<file path="src/rtl/ram_arbiter_pkg.sv">
// Shared types and default geometry for the RAM access controller and the ram block.
package ram_ctrl_pkg;

  localparam int DEF_ADDR_W = 5;
  localparam int DEF_DATA_W = 32;

  typedef enum logic [1:0] {
    IDLE   = 2'd0,
    SETUP  = 2'd1,
    ACCESS = 2'd2,
    DONE   = 2'd3
  } state_t;

endpackage

</file>
<file path="src/rtl/ram_arbiter_if.sv">
// Requester-side and RAM-side signals of the two-port RAM arbiter.
interface ram_arbiter_if
  import ram_ctrl_pkg::*;
#(
  parameter int ADDR_W = DEF_ADDR_W,
  parameter int DATA_W = DEF_DATA_W
);

  logic              req0;
  logic              we0;
  logic [ADDR_W-1:0] addr0;
  logic [DATA_W-1:0] wdata0;
  logic              ack0;
  logic [DATA_W-1:0] rdata0;

  logic              req1;
  logic              we1;
  logic [ADDR_W-1:0] addr1;
  logic [DATA_W-1:0] wdata1;
  logic              ack1;
  logic [DATA_W-1:0] rdata1;

  logic              busy;
  logic              grant_id;

  logic [ADDR_W-1:0] ram_address;
  logic              ram_writeOn;
  logic [DATA_W-1:0] ram_data_in;
  logic [DATA_W-1:0] ram_data_out;

  // master is the surrounding system (requesters plus the ram read port)
  modport master (
    output req0, we0, addr0, wdata0, req1, we1, addr1, wdata1, ram_data_out,
    input  ack0, rdata0, ack1, rdata1, busy, grant_id,
    input  ram_address, ram_writeOn, ram_data_in
  );

  modport slave (
    input  req0, we0, addr0, wdata0, req1, we1, addr1, wdata1, ram_data_out,
    output ack0, rdata0, ack1, rdata1, busy, grant_id,
    output ram_address, ram_writeOn, ram_data_in
  );

endinterface

</file>
<file path="src/rtl/ram_arbiter_rr_pick2.sv">
// Two-way round-robin winner select; on a tie the requester not served last wins.
module rr_pick2 (
  input  logic req0_i,
  input  logic req1_i,
  input  logic lastGrant_i,
  output logic winner_o,
  output logic valid_o
);

  always_comb begin
    valid_o  = req0_i | req1_i;
    winner_o = (req0_i & req1_i) ? ~lastGrant_i : req1_i;
  end

endmodule

</file>
<file path="src/rtl/ram_arbiter.sv">
// Serialises two requesters onto one asynchronous RAM port with a
// SETUP/ACCESS/DONE sequence so the write strobe always sees stable address and data.
module ram_arbiter
  import ram_ctrl_pkg::*;
#(
  parameter int ADDR_W = DEF_ADDR_W,
  parameter int DATA_W = DEF_DATA_W
) (
  input logic          clk,
  input logic          reset,
  ram_arbiter_if.slave bus
);

  state_t            state_q, state_d;
  logic              grant_q, grant_d;
  logic              lastGrant_q, lastGrant_d;
  logic              we_q, we_d;
  logic [ADDR_W-1:0] addr_q, addr_d;
  logic [DATA_W-1:0] wdata_q, wdata_d;
  logic [DATA_W-1:0] rdata0_q, rdata0_d;
  logic [DATA_W-1:0] rdata1_q, rdata1_d;
  logic              ack0_q, ack0_d;
  logic              ack1_q, ack1_d;
  logic              busy_q, busy_d;
  logic              writeOn_q, writeOn_d;

  logic pickId;
  logic pickValid;

  rr_pick2 u_pick (
    .req0_i      (bus.req0),
    .req1_i      (bus.req1),
    .lastGrant_i (lastGrant_q),
    .winner_o    (pickId),
    .valid_o     (pickValid)
  );

  always_ff @(posedge clk or posedge reset) begin
    if (reset) begin
      state_q     <= IDLE;
      grant_q     <= 1'b0;
      lastGrant_q <= 1'b1;
      we_q        <= 1'b0;
      addr_q      <= '0;
      wdata_q     <= '0;
      rdata0_q    <= '0;
      rdata1_q    <= '0;
      ack0_q      <= 1'b0;
      ack1_q      <= 1'b0;
      busy_q      <= 1'b0;
      writeOn_q   <= 1'b0;
    end else begin
      state_q     <= state_d;
      grant_q     <= grant_d;
      lastGrant_q <= lastGrant_d;
      we_q        <= we_d;
      addr_q      <= addr_d;
      wdata_q     <= wdata_d;
      rdata0_q    <= rdata0_d;
      rdata1_q    <= rdata1_d;
      ack0_q      <= ack0_d;
      ack1_q      <= ack1_d;
      busy_q      <= busy_d;
      writeOn_q   <= writeOn_d;
    end
  end

  always_comb begin
    state_d     = state_q;
    grant_d     = grant_q;
    lastGrant_d = lastGrant_q;
    we_d        = we_q;
    addr_d      = addr_q;
    wdata_d     = wdata_q;
    rdata0_d    = rdata0_q;
    rdata1_d    = rdata1_q;

    unique case (state_q)
      IDLE: begin
        if (pickValid) begin
          state_d = SETUP;
          grant_d = pickId;
          we_d    = pickId ? bus.we1    : bus.we0;
          addr_d  = pickId ? bus.addr1  : bus.addr0;
          wdata_d = pickId ? bus.wdata1 : bus.wdata0;
        end
      end
      SETUP: state_d = ACCESS;
      ACCESS: begin
        state_d = DONE;
        if (!we_q) begin
          if (grant_q) rdata1_d = bus.ram_data_out;
          else         rdata0_d = bus.ram_data_out;
        end
      end
      DONE: begin
        state_d     = IDLE;
        lastGrant_d = grant_q;
      end
      default: state_d = IDLE;
    endcase

    // Outputs are decoded from the next state so that every one of them leaves a flop.
    busy_d    = (state_d != IDLE);
    writeOn_d = (state_d == ACCESS) && we_d;
    ack0_d    = (state_d == DONE) && !grant_d;
    ack1_d    = (state_d == DONE) && grant_d;
  end

  assign bus.ack0        = ack0_q;
  assign bus.ack1        = ack1_q;
  assign bus.rdata0      = rdata0_q;
  assign bus.rdata1      = rdata1_q;
  assign bus.busy        = busy_q;
  assign bus.grant_id    = grant_q;
  assign bus.ram_address = addr_q;
  assign bus.ram_data_in = wdata_q;
  assign bus.ram_writeOn = writeOn_q;

endmodule

</file>
<file path="src/flat_wrapper.sv">
// flat-port wrapper written by rule: the top's interface ports become plain ports
module ram_arbiter_flat import ram_ctrl_pkg::*;
#(
  parameter int ADDR_W = DEF_ADDR_W,
  parameter int DATA_W = DEF_DATA_W
)
  (clk, reset, bus_req0, bus_we0, bus_addr0, bus_wdata0, bus_req1, bus_we1, bus_addr1, bus_wdata1, bus_ram_data_out, bus_ack0, bus_rdata0, bus_ack1, bus_rdata1, bus_busy, bus_grant_id, bus_ram_address, bus_ram_writeOn, bus_ram_data_in);
  ram_arbiter_if #(.ADDR_W(ADDR_W), .DATA_W(DATA_W)) bus_i ();
  input logic clk;
  input logic reset;
  input wire logic [$bits(bus_i.req0)-1:0] bus_req0;
  input wire logic [$bits(bus_i.we0)-1:0] bus_we0;
  input wire logic [$bits(bus_i.addr0)-1:0] bus_addr0;
  input wire logic [$bits(bus_i.wdata0)-1:0] bus_wdata0;
  input wire logic [$bits(bus_i.req1)-1:0] bus_req1;
  input wire logic [$bits(bus_i.we1)-1:0] bus_we1;
  input wire logic [$bits(bus_i.addr1)-1:0] bus_addr1;
  input wire logic [$bits(bus_i.wdata1)-1:0] bus_wdata1;
  input wire logic [$bits(bus_i.ram_data_out)-1:0] bus_ram_data_out;
  output wire logic [$bits(bus_i.ack0)-1:0] bus_ack0;
  output wire logic [$bits(bus_i.rdata0)-1:0] bus_rdata0;
  output wire logic [$bits(bus_i.ack1)-1:0] bus_ack1;
  output wire logic [$bits(bus_i.rdata1)-1:0] bus_rdata1;
  output wire logic [$bits(bus_i.busy)-1:0] bus_busy;
  output wire logic [$bits(bus_i.grant_id)-1:0] bus_grant_id;
  output wire logic [$bits(bus_i.ram_address)-1:0] bus_ram_address;
  output wire logic [$bits(bus_i.ram_writeOn)-1:0] bus_ram_writeOn;
  output wire logic [$bits(bus_i.ram_data_in)-1:0] bus_ram_data_in;
  assign bus_i.req0 = bus_req0;
  assign bus_i.we0 = bus_we0;
  assign bus_i.addr0 = bus_addr0;
  assign bus_i.wdata0 = bus_wdata0;
  assign bus_i.req1 = bus_req1;
  assign bus_i.we1 = bus_we1;
  assign bus_i.addr1 = bus_addr1;
  assign bus_i.wdata1 = bus_wdata1;
  assign bus_i.ram_data_out = bus_ram_data_out;
  assign bus_ack0 = bus_i.ack0;
  assign bus_rdata0 = bus_i.rdata0;
  assign bus_ack1 = bus_i.ack1;
  assign bus_rdata1 = bus_i.rdata1;
  assign bus_busy = bus_i.busy;
  assign bus_grant_id = bus_i.grant_id;
  assign bus_ram_address = bus_i.ram_address;
  assign bus_ram_writeOn = bus_i.ram_writeOn;
  assign bus_ram_data_in = bus_i.ram_data_in;
  ram_arbiter #(.ADDR_W(ADDR_W), .DATA_W(DATA_W)) u_core (.clk(clk), .reset(reset), .bus(bus_i));
endmodule
</file>
<file path="config.mk">
export PLATFORM = sky130hd
export DESIGN_NAME = ram_arbiter_flat
export DESIGN_NICKNAME = d
export VERILOG_FILES = /design/src/rtl/ram_arbiter_pkg.sv /design/src/rtl/ram_arbiter_if.sv /design/src/rtl/ram_arbiter_rr_pick2.sv /design/src/rtl/ram_arbiter.sv /design/src/flat_wrapper.sv
export SDC_FILE = /design/constraint.sdc
export NUM_CORES = 1
export LEC_CHECK = 0
export BUFFER_PORTS_ARGS = -buffer_cell sky130_fd_sc_hd__buf_2
export CORE_UTILIZATION = 46
export DETAILED_ROUTE_END_ITERATION = 6
export PLACE_DENSITY_LB_ADDON = 0.2
export REMOVE_ABC_BUFFERS = 1
export SYNTH_ARGS = -nofsm -noshare
export SYNTH_HDL_FRONTEND = slang
export SYNTH_SLANG_ARGS = --single-unit
export TNS_END_PERCENT = 1
</file>
<file path="constraint.sdc">
create_clock -name clk -period 3.9 [get_ports clk]
set_clock_uncertainty 0.1 [all_clocks]
set_input_delay 0.195 -clock clk [delete_from_list [all_inputs] [get_ports clk]]
set_output_delay 0.195 -clock clk [all_outputs]
set_load 0.01 [all_outputs]
</file>
==> impl_metrics.py <==
metrics = {
    "setup_path": {
        "cpMaxStageDelayCell": "dlygate4sd3_1",
        "worst-path-buf-inv": 3,
        "cp_data_required_time_ps": 4090,
        "criticalPathCategory": "reg2reg",
        "start_kind": "register",
        "endpoint_kind": "register",
        "cp_max_fo": 60,
        "critical_path_arrival_ps": 3040,
        "max_stage_delay_ps": 620,
        "path_cells": "inv_1 -> ha_1 -> o21a_2 -> buf_4 -> nor2_1 -> a31oi_1 -> dlygate4sd3_1",
        "crit_family": "buffers and inverters",
    },
    "timing": {
        "relSlewSlack_pct": 36.2,
        "tns_ps": 0,
        "hold_viol_final": 0,
        "worst_pin_slew_ps": 957,
        "grt_setup_unrepaired": "no",
        "finalCritPeriodShare_pct": 73.0,
        "slew_violations": 0,
        "fmax_ghz": 0.351,
        "setup_viol_count_final": 0,
        "finalCriticalPeriod_ps": 2850,
    },
    "flow_run": {
        "drv_cap": 0,
    },
    "worst_hold_path": {
        "hp-class": "in2reg",
    },
    "final_layout": {
        "layout-drive-gt1-share_pct": 43.9,
        "syn_to_final_growth_pct": 53.1,
        "final_cell_mix": "217 x buf_2, 110 x dlygate4sd3_1, 109 x dfrtp_1",
        "final_common_cell": "buf_2",
        "nets": 812,
        "multiInputGateArea_um2": 1590,
        "finalInstanceArea_um2": 6940,
        "layout.cells.non_filler": 828,
        "antenna_cells": 0,
        "n_fill_cell": 598,
        "register_area_um2": 2750,
    },
    "floorplan": {
        "start_util_pct": 48.2,
        "die_area_um2": 10300,
        "die_w_um": 101,
        "fp-row-count": 35,
        "die_h_um": 101,
        "ioPinCount": 218,
        "core_area_um2": 9420,
    },
    "placed_design": {
        "place.gp.congestion": 0.801,
        "hpwl_um": 7640,
        "place_area_um2": 5640,
        "port_buffers": 217,
        "dpl.cell_count": 702,
    },
    "yosys": {
        "seq_area_frac_synth_pct": 60.7,
        "synth.avg_cell_area_um2": 12.1,
        "ys_warn_count": 0,
        "ys_ff_latch": 110,
        "syn-cell-area_um2": 4540,
        "ys_types": 25,
        "postSynthCellCount": 375,
    },
    "cts": {
        "post_cts.repair.setup_buffers": 0,
        "root_buffer": "clkbuf_8",
        "cts_resized": 0,
        "clk_latency_ps": 360,
        "clk_pin_slew_ps": 110,
        "htree_levels": 3,
        "cts_buffer_depth": 2,
        "ctsHoldBuffers": 110,
        "cts_sinks": 110,
        "cts_tree": "done",
        "cts_buffers": 9,
    },
    "status": {
        "outcome": "finished clean",
    },
    "drt": {
        "drt_pass1_iterations": 5,
        "post_drt_wl_per_cell_um": 15.7,
        "drtIter0Drc": 141,
        "viasPerCell": 5.06,
        "post-route-drc-count": 0,
        "antenna_left": 0,
        "via_count": 4189,
        "routed_wl_um": 13000,
    },
    "grt": {
        "antenna_found_initial": 0,
        "grt_usage_pct": 25.8,
        "grt_pass1_wl_um": 20300,
        "grt_pass1_vias": 4279,
        "grt_overflow": 0,
        "grt_max_degree": 80,
    },
    "power": {
        "powerDensity_nw_per_um2": 760,
        "vdd.ir_drop.worst_uv": 370,
        "p_leak_uw": 0.00331,
    },
}
## kinds of logic (layout without fill, tap and decap cells)
kind of cell | count (synthesis) | after routing | share of synthesized area [%]
fa+ha+maj | 6 | 6 | 1.66
compound gates | 46 | 46 | 6.48
mux | 65 | 65 | 16.1
flops | 110 | 110 | 60.7
buf+inv | 26 | 350 | 4.17
simple gates | 122 | 122 | 10.8
## registers in the layout, summed over array words and instances, names as in the netlist, 2 cells and up
name / count
u_core.bus.rdata1: 32
u_core.bus.ram_data_in: 32
u_core.state_q: 2
u_core.bus.ram_address: 5
u_core.bus.rdata0: 32
## power breakdown
group	switching, uW	internal (uW)
sequential	320	1730
combinational	1190	1340
clock	400	309
## cells in the mapped netlist
library cell / number / area share [%]
a21oi_1: 2 / 0.22
dfrtp_1: 109 / 60
dfstp_2: 1 / 0.58
inv_1: 3 / 0.25
nand2b_1: 1 / 0.14
buf_4: 7 / 1.2
o21ai_0: 1 / 0.11
nor2b_1: 1 / 0.14
ha_1: 6 / 1.7
o21a_1: 1 / 0.17
a21bo_2: 1 / 0.22
nor3b_4: 1 / 0.41
buf_6: 3 / 0.74
a21boi_2: 1 / 0.25
a31oi_1: 40 / 5.5
nand2_1: 76 / 6.3
nand3b_2: 1 / 0.25
or2_2: 1 / 0.14
clkbuf_8: 3 / 0.91
nor3_1: 1 / 0.11
mux2_2: 63 / 16
buf_2: 10 / 1.1
mux2_1: 2 / 0.50
and2_1: 1 / 0.14
nor2_1: 39 / 3.2
## final cells by class
| type | count | share of cell area, % |
|---|---|---|
| clock inverters | 6 | 1.10 |
| repair buffers | 331 | 31.9 |
| multi-input cells | 239 | 23.0 |
| inverters | 3 | 0.198 |
| well taps | 129 | 2.32 |
| clock buffers | 10 | 1.84 |
| flip-flops and latches | 110 | 39.7 |
## worst paths after layout
path | start | end | slack, ps | cells after the start
max reg2reg | u_core.state_q[0]$_DFF_PP0_ | u_core.bus.ram_address[1]$_DFFE_PP0P_ | 1050 | 7
max in group asynchronous | reset | u_core.bus.rdata0[21]$_DFFE_PP0P_ | 2210 | 4
max | u_core.state_q[0]$_DFF_PP0_ | u_core.bus.ram_address[1]$_DFFE_PP0P_ | 1050 | 7
min | bus_req0 | u_core.bus.grant_id$_DFF_PP0_ | 50 | 2
min reg2reg | u_core.bus.rdata0[26]$_DFFE_PP0P_ | u_core.bus.rdata0[26]$_DFFE_PP0P_ | 390 | 1
min in group asynchronous | reset | u_core.bus.ram_data_in[17]$_DFFE_PP0P_ | 510 | 3
## metrics by stage
step	utilization [%]	power [uW]	hold WS [ps]	worst slack, ps
floorplan	-	3210	230	704
global route	73.8	5640	49.9	890
global placement	59.9	4000	332	1730
CTS	73.8	5230	26.1	1230
finish	73.8	5280	54.3	1050
detailed placement	59.9	4100	337	1670
## worst reg2reg max path: stages, from the launching register on
cell,delay [ps]
dfrtp_1,440
inv_1,140
ha_1,220
o21a_2,380
buf_4,550
nor2_1,120
a31oi_1,210
dlygate4sd3_1,620
## per-layer routing
layer	share of wire, %	up-vias	track usage [%]
li1	-	1908	-
met5	0	-	0
met4	2.9	0	12.3
met2	50	219	44.4
met1	38	2028	29.8
met3	8.4	34	7.32
No activity file was read; power rests on OpenSTA's default activity.
